<file path="src/rtl/stall_ctrl_gen.sv">
// stall_ctrl_gen: pipeline stall / fetch-freeze controller.
// Detects load-use, branch and halt opcodes in decode and produces stall
// (pipeline registers) and stall_pm (PC / program memory) freeze signals.
// An external wait request holds everything in place while asserted.
// Optional build macro STALL_CTRL_PERF_EN adds perf_cnt, a saturating count
// of cycles with stall_pm asserted.
module stall_ctrl_gen #(
  parameter int               OP_W     = 6,
  parameter logic [OP_W-1:0]  LOAD_OP  = 6'b010100,
  parameter logic [OP_W-1:0]  BR_OP    = 6'b011110,
  parameter logic [OP_W-1:0]  HALT_OP  = 6'b010001,
  parameter int               LOAD_CYC = 2,
  parameter int               BR_CYC   = 3
) (
  input  logic            clk,
  input  logic            reset,
  input  logic [OP_W-1:0] op,
  input  logic            ext_req,
  output logic            stall,
  output logic            stall_pm,
`ifdef STALL_CTRL_PERF_EN
  output logic [15:0]     perf_cnt,
`endif
  output logic [2:0]      state_o
);

  typedef enum logic [2:0] {
    IDLE    = 3'd0,
    LOAD    = 3'd1,
    BRANCH  = 3'd2,
    RELEASE = 3'd3,
    HALT    = 3'd4
  } state_t;

  // Counter reload values: the state itself supplies one cycle, so load N-1.
  localparam logic [3:0] LOAD_RELOAD = 4'(LOAD_CYC - 1);
  localparam logic [3:0] BR_RELOAD   = 4'(BR_CYC - 1);

  state_t     state_q, state_d;
  logic [3:0] cnt_q, cnt_d;

  // State and counter registers with synchronous active-low reset.
  always_ff @(posedge clk) begin
    if (!reset) begin
      state_q <= IDLE;
      cnt_q   <= 4'd0;
    end else begin
      state_q <= state_d;
      cnt_q   <= cnt_d;
    end
  end

  // Next-state logic; an external wait request freezes state and counter.
  always_comb begin
    state_d = state_q;
    cnt_d   = cnt_q;
    if (!ext_req) begin
      unique case (state_q)
        IDLE: begin
          if (op == HALT_OP) begin
            state_d = HALT;
          end else if (op == LOAD_OP) begin
            state_d = LOAD;
            cnt_d   = LOAD_RELOAD;
          end else if (op == BR_OP) begin
            state_d = BRANCH;
            cnt_d   = BR_RELOAD;
          end
        end
        LOAD, BRANCH: begin
          if (cnt_q == 4'd0) begin
            state_d = RELEASE;
          end else begin
            cnt_d = cnt_q - 4'd1;
          end
        end
        RELEASE: begin
          state_d = IDLE;
        end
        HALT: begin
          state_d = HALT;
        end
        default: begin
          state_d = IDLE;
          cnt_d   = 4'd0;
        end
      endcase
    end
  end

  // Freeze outputs decoded from the registered state plus the wait request.
  always_comb begin
    stall    = (state_q == LOAD) || (state_q == HALT) || ext_req;
    stall_pm = (state_q == LOAD) || (state_q == BRANCH) ||
               (state_q == HALT) || ext_req;
    state_o  = state_q;
  end

`ifdef STALL_CTRL_PERF_EN
  logic [15:0] perf_q, perf_d;

  // Saturating increment for every cycle the fetch side is frozen.
  always_comb begin
    perf_d = perf_q;
    if (stall_pm && (perf_q != 16'hFFFF)) begin
      perf_d = perf_q + 16'd1;
    end
  end

  // Performance counter register, cleared by reset.
  always_ff @(posedge clk) begin
    if (!reset) begin
      perf_q <= 16'd0;
    end else begin
      perf_q <= perf_d;
    end
  end

  assign perf_cnt = perf_q;
`endif

endmodule
</file>
<file path="config.mk">
export PLATFORM = sky130hd
export DESIGN_NAME = stall_ctrl_gen
export DESIGN_NICKNAME = d
export VERILOG_FILES = /design/src/rtl/stall_ctrl_gen.sv
export SDC_FILE = /design/constraint.sdc
export NUM_CORES = 1
export LEC_CHECK = 0
export ABC_AREA = 1
export BUFFER_PORTS_ARGS = -buffer_cell sky130_fd_sc_hd__buf_4
export CAP_MARGIN = 20
export CORE_AREA = 2 2 39 41
export CTS_CLUSTER_DIAMETER = 80
export DETAILED_ROUTE_END_ITERATION = 16
export DIE_AREA = 0 0 41 43
export GPL_TIMING_DRIVEN = 0
export MAX_ROUTING_LAYER = met4
export PLACE_DENSITY = 0.71
export SLEW_MARGIN = 20
export SYNTH_ARGS = -nofsm -noshare
export SYNTH_HDL_FRONTEND = slang
export SYNTH_SLANG_ARGS = --single-unit
</file>
<file path="constraint.sdc">
create_clock -name clk -period 1.3 [get_ports clk]
set_input_delay 0.195 -clock clk [delete_from_list [all_inputs] [get_ports clk]]
set_output_delay 0.195 -clock clk [all_outputs]
set_load 0.005 [all_outputs]
</file>
## Word-level counts from Yosys, hierarchy flattened

Cells that the tools add are included.

- Bits in read-only memories: 0
- Register bits after elaboration: 7
- Memories kept: 0
- Bits in writable memories: 0
- Logic and storage cells: 38
- Latch bits: 0
- Input bits: 9
- Output and inout bits: 5

- Div/mod/pow operators: 0
- Bitwise gates (word level): 2
- Reduce and logical (&&, ||, !) cells: 11
- $mul: 0
- Shifts and indexed selects: 0
- Eq/ne operators: 12
- $add $sub $neg: 1
- Muxes and demuxes: 10
- Magnitude comparators: 0

Operators by type and width:

| kind | count |
|---|---|
| $eq 6x5->1 const B | 3 |
| $mux 4 | 4 |
| $mux 3 | 4 |
| $pmux 4 s3 | 1 |
| $pmux 3 s3 | 1 |
| $eq 3x2->1 const B | 2 |
| $ne 2x2->1 const B | 3 |
| $logic_or 1x1->1 | 5 |
| $reduce_and 5->1 | 1 |
| $logic_not 4->1 | 1 |
| $ne 4x4->1 const B | 1 |
| $reduce_or 2->1 | 2 |
| $sub 4x1->4 const B | 1 |
| $eq 3x1->1 const B | 1 |
| $eq 3x3->1 const B | 1 |
| $logic_not 3->1 | 1 |
| $ne 3x3->1 const B | 1 |
| $reduce_and 3->1 | 1 |
| $not 1->1 | 2 |

## Depth between registers and ports, before layout

Gate-level depths: netlist (run 1).

- Depth in word-level cells: 5
- Mapped depth: 10

## Worst setup path after synthesis (run 1)

OpenSTA, ideal clock, no wires.

- Path type: reg-to-reg
- Start point: reg cnt_q[0]
- End point: reg cnt_q[2]
- Library setup time: 0.113 ns
- Cell stages (with the launch flop): 11
- Arrival: 1.083 ns
- Path slack: 0.104 ns
- Required time: 1.187 ns
- Path through: dfxtp_1 > inv_1 > ha_1 > nand2_1 > inv_1 > nand2_1 > nand2_1 > nor2_2 > nand3_1 > nand2_1 > nor2_1

- Cells in the longest elaborated chain, start to end: 3
- Elaborated cells between the ends (all ways): 6
- Classes of those cells: add/sub (1); eq/ne (1); mux (2); reduce/logical (2)

RTL lines:

| what | RTL line | source |
|---|---|---|
| from (decl) | 40 | `logic [3:0] cnt_q, cnt_d;` |
| from (signal assigned) | 49 | `cnt_q <= cnt_d;` |
| $sub 4x1->4 / $logic_not 4->1 (equally long branches) | 74, 71 |  |
| $mux 4 / $ne 2x2->1 (equally long branches) | -- |  |
| $pmux 4 s3 / $reduce_and 5->1 (equally long branches) | -- |  |

Parallel ways exist; a longest one is shown, timed or not. The select of a mux whose other input is x is not followed.
A chain may end at the register's enable or synchronous reset.

## Worst setup path in the final report (run 1)

- Start point: reg state_q[0] (netlist: state_o[0])
- End point: reg state_q[1] (netlist: state_o[1])

- Cells in the longest elaborated chain, start to end: 4
- Elaborated cells between the ends (all ways): 9
- Classes of those cells: eq/ne (5); mux (1); reduce/logical (3)

RTL lines:

| what | RTL line | source |
|---|---|---|
| from (decl) | 39 | `state_t state_q, state_d;` |
| from (signal assigned) | 48 | `state_q <= state_d;` |
| $eq 3x1->1 / $eq 3x2->1 (equally long branches) | 58 | `unique case (state_q)` |
| $reduce_or 2->1 | 58 |  |
| $ne 2x2->1 (no line) | -- |  |
| $reduce_and 3->1 (no line) | -- |  |

Parallel ways exist; a longest one is shown, timed or not.

==> results of run 1 <==
==> where the power goes <==
group | internal [mW] | switching (mW) | total, mW
combinational | 0.280 | 0.355 | 0.636
sequential | 0.250 | 0.0475 | 0.297
clock | 0.117 | 0.0833 | 0.201
total | 0.647 | 0.486 | 1.13
==> critical path, stage by stage, from the launching register on <==
cell	delay (ns)
dfxtp_4	0.37
inv_4	0.07
nand2_4	0.06
nor2_4	0.23
buf_6	0.13
nand3_1	0.07
nand2_1	0.09
inv_1	0.04
nand2_1	0.05
nand2_1	0.04
nor2_1	0.08
==> through the flow <==
stage	hold WS (ns)	area [um^2]
6_report	0.207	908
5_1_grt	0.200	908
4_1_cts	0.205	825
3_5_place_dp	0.483	749
3_3_place_gp	0.480	749
2_1_floorplan	0.315	632
==> synthesized netlist by cell type, types with 2 or more instances <==
| master | n | area, um^2 |
|---|---|---|
| nor2_4 | 2 | 22.5 |
| nor2_2 | 4 | 25.0 |
| ha_1 | 2 | 25.0 |
| nand3_2 | 2 | 20.0 |
| nand2_1 | 29 | 109 |
| dfxtp_1 | 7 | 140 |
| nand3b_1 | 2 | 15.0 |
| inv_1 | 17 | 63.8 |
| nand3_1 | 12 | 60.1 |
| nor2_1 | 26 | 97.6 |
==> cell usage in the layout, fill, tap and decap left out <==
cell type	netlist	layout
nand2_1	29	24
nor2_1	26	22
buf_4	0	17
inv_1	17	11
nand3_1	12	11
nor2_4	2	7
inv_2	1	5
nand2_2	1	5
nor2_2	4	3
clkbuf_4	0	3
dfxtp_4	0	3
inv_4	0	2
nand3_4	0	2
nand3b_1	2	2
ha_1	2	2
dfxtp_2	0	2
dfxtp_1	7	2
o31ai_1	1	1
nand2_4	0	1
o21ai_2	1	1
nor3_1	1	1
o21ai_0	1	1
nand3_2	2	1
a21oi_1	1	1
or2_2	1	1
o22ai_1	1	1
clkbuf_1	0	1
buf_6	0	1
==> final cells by class <==
class	instances	share of cell area
Clock buffer	4	0.0289
Timing Repair Buffer	18	0.153
Inverter	18	0.0799
Tap cell	16	0.0220
Multi-Input combinational cell	87	0.547
Sequential cell	7	0.169
==> state kept, by name, indices dropped and copies added, names as in the netlist <==
signal	count
state_o	3
cnt_q	4
==> metal layers <==
| metal | track usage | vias up | wire [um] |
|---|---|---|---|
| met4 | 0.0200 | 0 | 0 |
| met5 | - | - | 0 |
| met1 | 0.252 | 336 | 684 |
| met2 | 0.297 | 34 | 860 |
| met3 | 0.0942 | 0 | 122 |
| li1 | - | 389 | - |
==> final timing paths <==
kind | startpoint | end | cells after the start
worst max-delay path | state_o[0] | state_o[1] | 10
worst min register to register | cnt_q[1] | cnt_q[1] | 2
worst max register to register | state_o[0] | state_o[1] | 10
worst min-delay path | reset | state_o[0] | 3
==> timing repair <==
item,4_1_cts,5_1_grt
buffers inserted,2,3
hold endpoints to repair,0,0
resized for setup,14,21
setup endpoints to repair,5,8
pin swaps,4,11
==> cells by family (layout without fill, tap and decap cells) <==
family / after synthesis / count (layout) / share of synthesized area
buffers and inverters: 18 / 40 / 0.107
AOI/OAI and AO/OA: 5 / 5 / 0.0515
DFF: 7 / 7 / 0.222
adders and majority gates: 2 / 2 / 0.0396
and+or+nand+nor: 80 / 80 / 0.580
==> flow_summary.json, run 1 <==
{
  "max-slew-margin-rel": 0.797,
  "worst_slew_pin_slew_ns": 0.304,
  "fin_ws_ns": -0.0244,
  "design_power_total_mw": 1.13,
  "ant_nets": 0,
  "worstSetupPathType": "reg -> reg",
  "diodes": 0,
  "syn_area_um2": 632,
  "violations": "setup timing",
  "status": "finished, violations left",
  "grt_pass1_wl_um": 2400,
  "synth_edf_count": 0,
  "fin_crit_sh": 1.02,
  "gp_congestion": 0.818,
  "reg2reg_slack_ns": -0.02,
  "skew_ns": 0.00347,
  "synth_seq_cells": 7,
  "synthFlopType": "dfxtp_1",
  "io_pins": 14,
  "root_buffer": "clkbuf_4",
  "grt_usage": 0.200,
  "vdd_drop_max_mv": 0.707,
  "p_per_area_nw_per_um2": 1250,
  "finalCriticalPeriod_ns": 1.32,
  "multiInputGateArea_um2": 497,
  "core_um2": 1380,
  "cp-end-kind": "register",
  "die_h_um": 43,
  "dr.pass1.iters": 4,
  "hold_violations": 0,
  "drive_gt1_frac": 0.403,
  "dp_cells": 141,
  "grt_pass1_vias": 629,
  "postLayoutCoreUtil": 0.656,
  "regArea_um2": 154,
  "synthDistinctLibCells": 19,
  "max-cap-violations": 0,
  "leakage_nw": 0.469,
  "area_growth_pct": 43.8,
  "rsz0062_at_grt": "yes",
  "synth_cells": 112,
  "slew_violations": 0,
  "hold_class": "in -> reg",
  "start_util": 0.457,
  "wl_per_cell_um": 11.1,
  "arrival_ns": 1.51,
  "fmax_ghz": 0.755,
  "cts.path.max_buffers": 2,
  "nets": 146,
  "cts_tree": "built",
  "worstSkewPairLatency_ns": 0.25,
  "worstPathRequired_ns": 1.49,
  "ys_seq_area_frac": 0.222,
  "antenna_found_initial": 0,
  "clkSlewWorstSetupHoldPaths_ns": 0.05,
  "via_per_inst": 5.06,
  "die_area_um2": 1760,
  "vias": 759,
  "cts_buffers": 3,
  "cts.sinks": 7,
  "preCtsSetupSlack_ns": -0.0633,
  "rows": 14,
  "dp.final_hpwl_um": 1090,
  "io_buffers": 13,
  "start_kind": "register",
  "fp.dieW_um": 41,
  "stdcell_count": 150,
  "grt_overflow_total": 0,
  "syn_avg_cell_area_um2": 5.64,
  "drt_first_iter_violations": 27,
  "htreeDepth": 1,
  "fillers": 115,
  "async_reset_ff_frac": 0,
  "wirelength_um": 1670,
  "drc": 0,
  "cp_max_fo": 6,
  "setup_viol": 4,
  "synth-warning-count": 0,
  "syn-num-nets": 123,
  "fin_setup_tns_ns": -0.0504,
  "hold_buffers": 0,
  "grt_max_degree": 8
}
Power figures use the tool's default switching activity.
==> run 2, diff against run 1 <==
- ABC_AREA: 1 -> unset
- PLACE_DENSITY: 0.71 -> 0.66
==> flow_summary.json, run 2 <==
{
  "status": "finished, violations left",
  "violations": "setup timing",
  "vdd_drop_max_mv": 0.492,
  "dp_cells": 96,
  "synth_edf_count": 0,
  "synthDistinctLibCells": 33,
  "top_usage_layer": "met2",
  "io_buffers": 12,
  "drc": 0,
  "wirelength_um": 1680,
  "fin_ws_ns": -0.358,
  "skew_ns": 0.00122,
  "fp.dieW_um": 41,
  "synth.top_cell.area_share": 0.247,
  "cts.path.max_buffers": 2,
  "rsz0062_at_grt": "yes",
  "diodes": 0,
  "hold_violations": 0,
  "final_cell_mix": "buf_4 (20), buf_6 (10)",
  "grt_pass1_wl_um": 2740,
  "preCtsSetupSlack_ns": -0.553,
  "syn_avg_cell_area_um2": 8.34,
  "dp.final_hpwl_um": 956,
  "ant_nets": 0,
  "syn-num-nets": 79,
  "synth-warning-count": 0,
  "worstSetupPathType": "reg -> reg",
  "start_util": 0.410,
  "clkSlewWorstSetupHoldPaths_ns": 0.05,
  "gp_congestion": 0.809,
  "rows": 14,
  "path_cells": "inv_2, ha_4, nor3b_4, or4_4, a2111oi_2, o21ai_1",
  "p_seq_frac": 0.345,
  "synthFlopType": "dfxtp_1",
  "max-cap-violations": 0,
  "stdcell_count": 114,
  "use_met1": 0.290,
  "cts_buffers": 3,
  "core_um2": 1380,
  "swShare": 0.291,
  "grt_max_degree": 11,
  "p_per_area_nw_per_um2": 699,
  "cp_max_fo": 2,
  "slowest_delay_ns": 0.43,
  "cts_tree": "built",
  "internal_power_mw": 0.472,
  "die_area_um2": 1760,
  "max-slew-margin-rel": 0.758,
  "cp-end-kind": "register",
  "vias": 637,
  "die_h_um": 43,
  "fmax_ghz": 0.603,
  "hold_buffers": 0,
  "drive_gt1_frac": 0.531,
  "htreeDepth": 1,
  "fin_crit_sh": 1.28,
  "setup_viol": 9,
  "cts.sinks": 7,
  "synth_cells": 68,
  "slowest_stage": "or4_4",
  "io_pins": 14,
  "drt_first_iter_violations": 18,
  "met2_usage": 0.347,
  "grt_pass1_vias": 619,
  "leakage_nw": 0.409,
  "nets": 110,
  "root_buffer": "clkbuf_4",
  "worstSkewPairLatency_ns": 0.26,
  "met3_usage": 0.0524,
  "grt_usage": 0.236,
  "worstPathRequired_ns": 1.44,
  "async_reset_ff_frac": 0,
  "synth_seq_cells": 7,
  "via_per_inst": 5.59,
  "synth_common_cells": "dfxtp_1 (7), o21ai_0 (7), inv_1 (4), nand2_1 (4), nor3_1 (4)",
  "p_comb_frac": 0.342,
  "arrival_ns": 1.80,
  "ys_seq_area_frac": 0.247,
  "antenna_found_initial": 0,
  "slew_violations": 0,
  "fillers": 101,
  "start_kind": "register",
  "final_common_cell": "buf_4",
  "design_power_total_mw": 0.665,
  "power_switching_mw": 0.193,
  "dr.pass1.iters": 4,
  "area_growth_pct": 68.0,
  "top_register": "cnt_q",
  "syn_area_um2": 567,
  "wl_per_cell_um": 14.7,
  "grt_overflow_total": 0,
  "clkPwrFrac": 0.312,
  "worst_slew_pin_slew_ns": 0.362,
  "hold_class": "in -> reg",
  "yosysTopAreaCell": "dfxtp_1",
  "finalCriticalPeriod_ns": 1.66,
  "largest_reg_flops": 4,
  "synth.area.top_cells": "dfxtp_1 (25%), o21ai_0 (6.2%), o211a_1 (5.3%)",
  "reg2reg_slack_ns": -0.36
}
run 2: changes by cell type after synthesis, moves of 3 or more:
cell,delta
inv_1,-13
nand2_1,-25
nand3_1,-11
nor2_1,-23
nor2_2,-4
nor3_1,+3
o211a_1,+3
o21ai_0,+6
run 2: layer usage:
metal / wire [um] / share of wire
met5: 0 / 0
met4: 40 / 0.024
met3: 80 / 0.048
met2: 817 / 0.49
met1: 743 / 0.44
run 2: final timing paths:
kind                                from  depth (start not counted)         end
worst max-delay path            cnt_q[1]                          6    cnt_q[3]
worst min-delay path               reset                          2  state_o[1]
worst max register to register  cnt_q[1]                          6    cnt_q[3]
worst min register to register  cnt_q[3]                          2    cnt_q[3]
run 2: cells by family (layout without fill, tap and decap cells):
group,Yosys count,in the layout,share of synthesized area
xor gates and xnor gates,4,4,0.0618
buffers and inverters,8,38,0.0706
DFF,7,7,0.247
AOI/OAI and AO/OA,21,21,0.272
adders and majority gates,2,2,0.0441
and+or+nand+nor,24,24,0.269
muxes,2,2,0.0353
run 2: critical path, delay by kind of cell (launching register included):
family / cells / cell delay (ns)
AO/OA/AOI/OAI: 2 / 0.43
AND/OR/NAND/NOR: 2 / 0.58
buffers and inverters: 1 / 0.05
adder cells (fa/ha/maj): 1 / 0.14
flip-flops: 1 / 0.33
run 2: stage by stage:
stage / hold slack [ns] / cell area (um^2) / setup TNS, ns / util
2_1_floorplan: 0.375 / 578 / -1.17 / -
3_3_place_gp: 0.464 / 688 / -2.47 / 0.497
3_5_place_dp: 0.470 / 688 / -2.50 / 0.497
4_1_cts: 0.234 / 920 / -2.10 / 0.665
5_1_grt: 0.237 / 952 / -2.90 / 0.688
6_report: 0.234 / 952 / -2.33 / 0.688
run 2: timing repair:
action | CTS | global route
pin swaps | 9 | 4
setup endpoints to repair | 9 | 9
setup buffers | 12 | 4
resized for setup | 33 | 4
run 2: cell type report:
| cell class | instances | area, um^2 | area share |
|---|---|---|---|
| tap | 16 | 20.0 | 0.0210 |
| timing repair buffer | 27 | 233 | 0.244 |
| sequential | 7 | 145 | 0.152 |
| inverter | 4 | 15.0 | 0.0158 |
| buffer | 3 | 30.0 | 0.0315 |
| multi-input combinational | 53 | 483 | 0.507 |
| clock buffer | 4 | 26.3 | 0.0276 |
run 2: power by group through the flow:
stage	Combinational [mW]	Sequential [mW]	Clock, mW
2_1_floorplan	0.0823	0.229	0
3_3_place_gp	0.129	0.229	0
3_5_place_dp	0.129	0.229	0
4_1_cts	0.205	0.226	0.210
5_1_grt	0.243	0.230	0.229
6_report	0.228	0.230	0.208
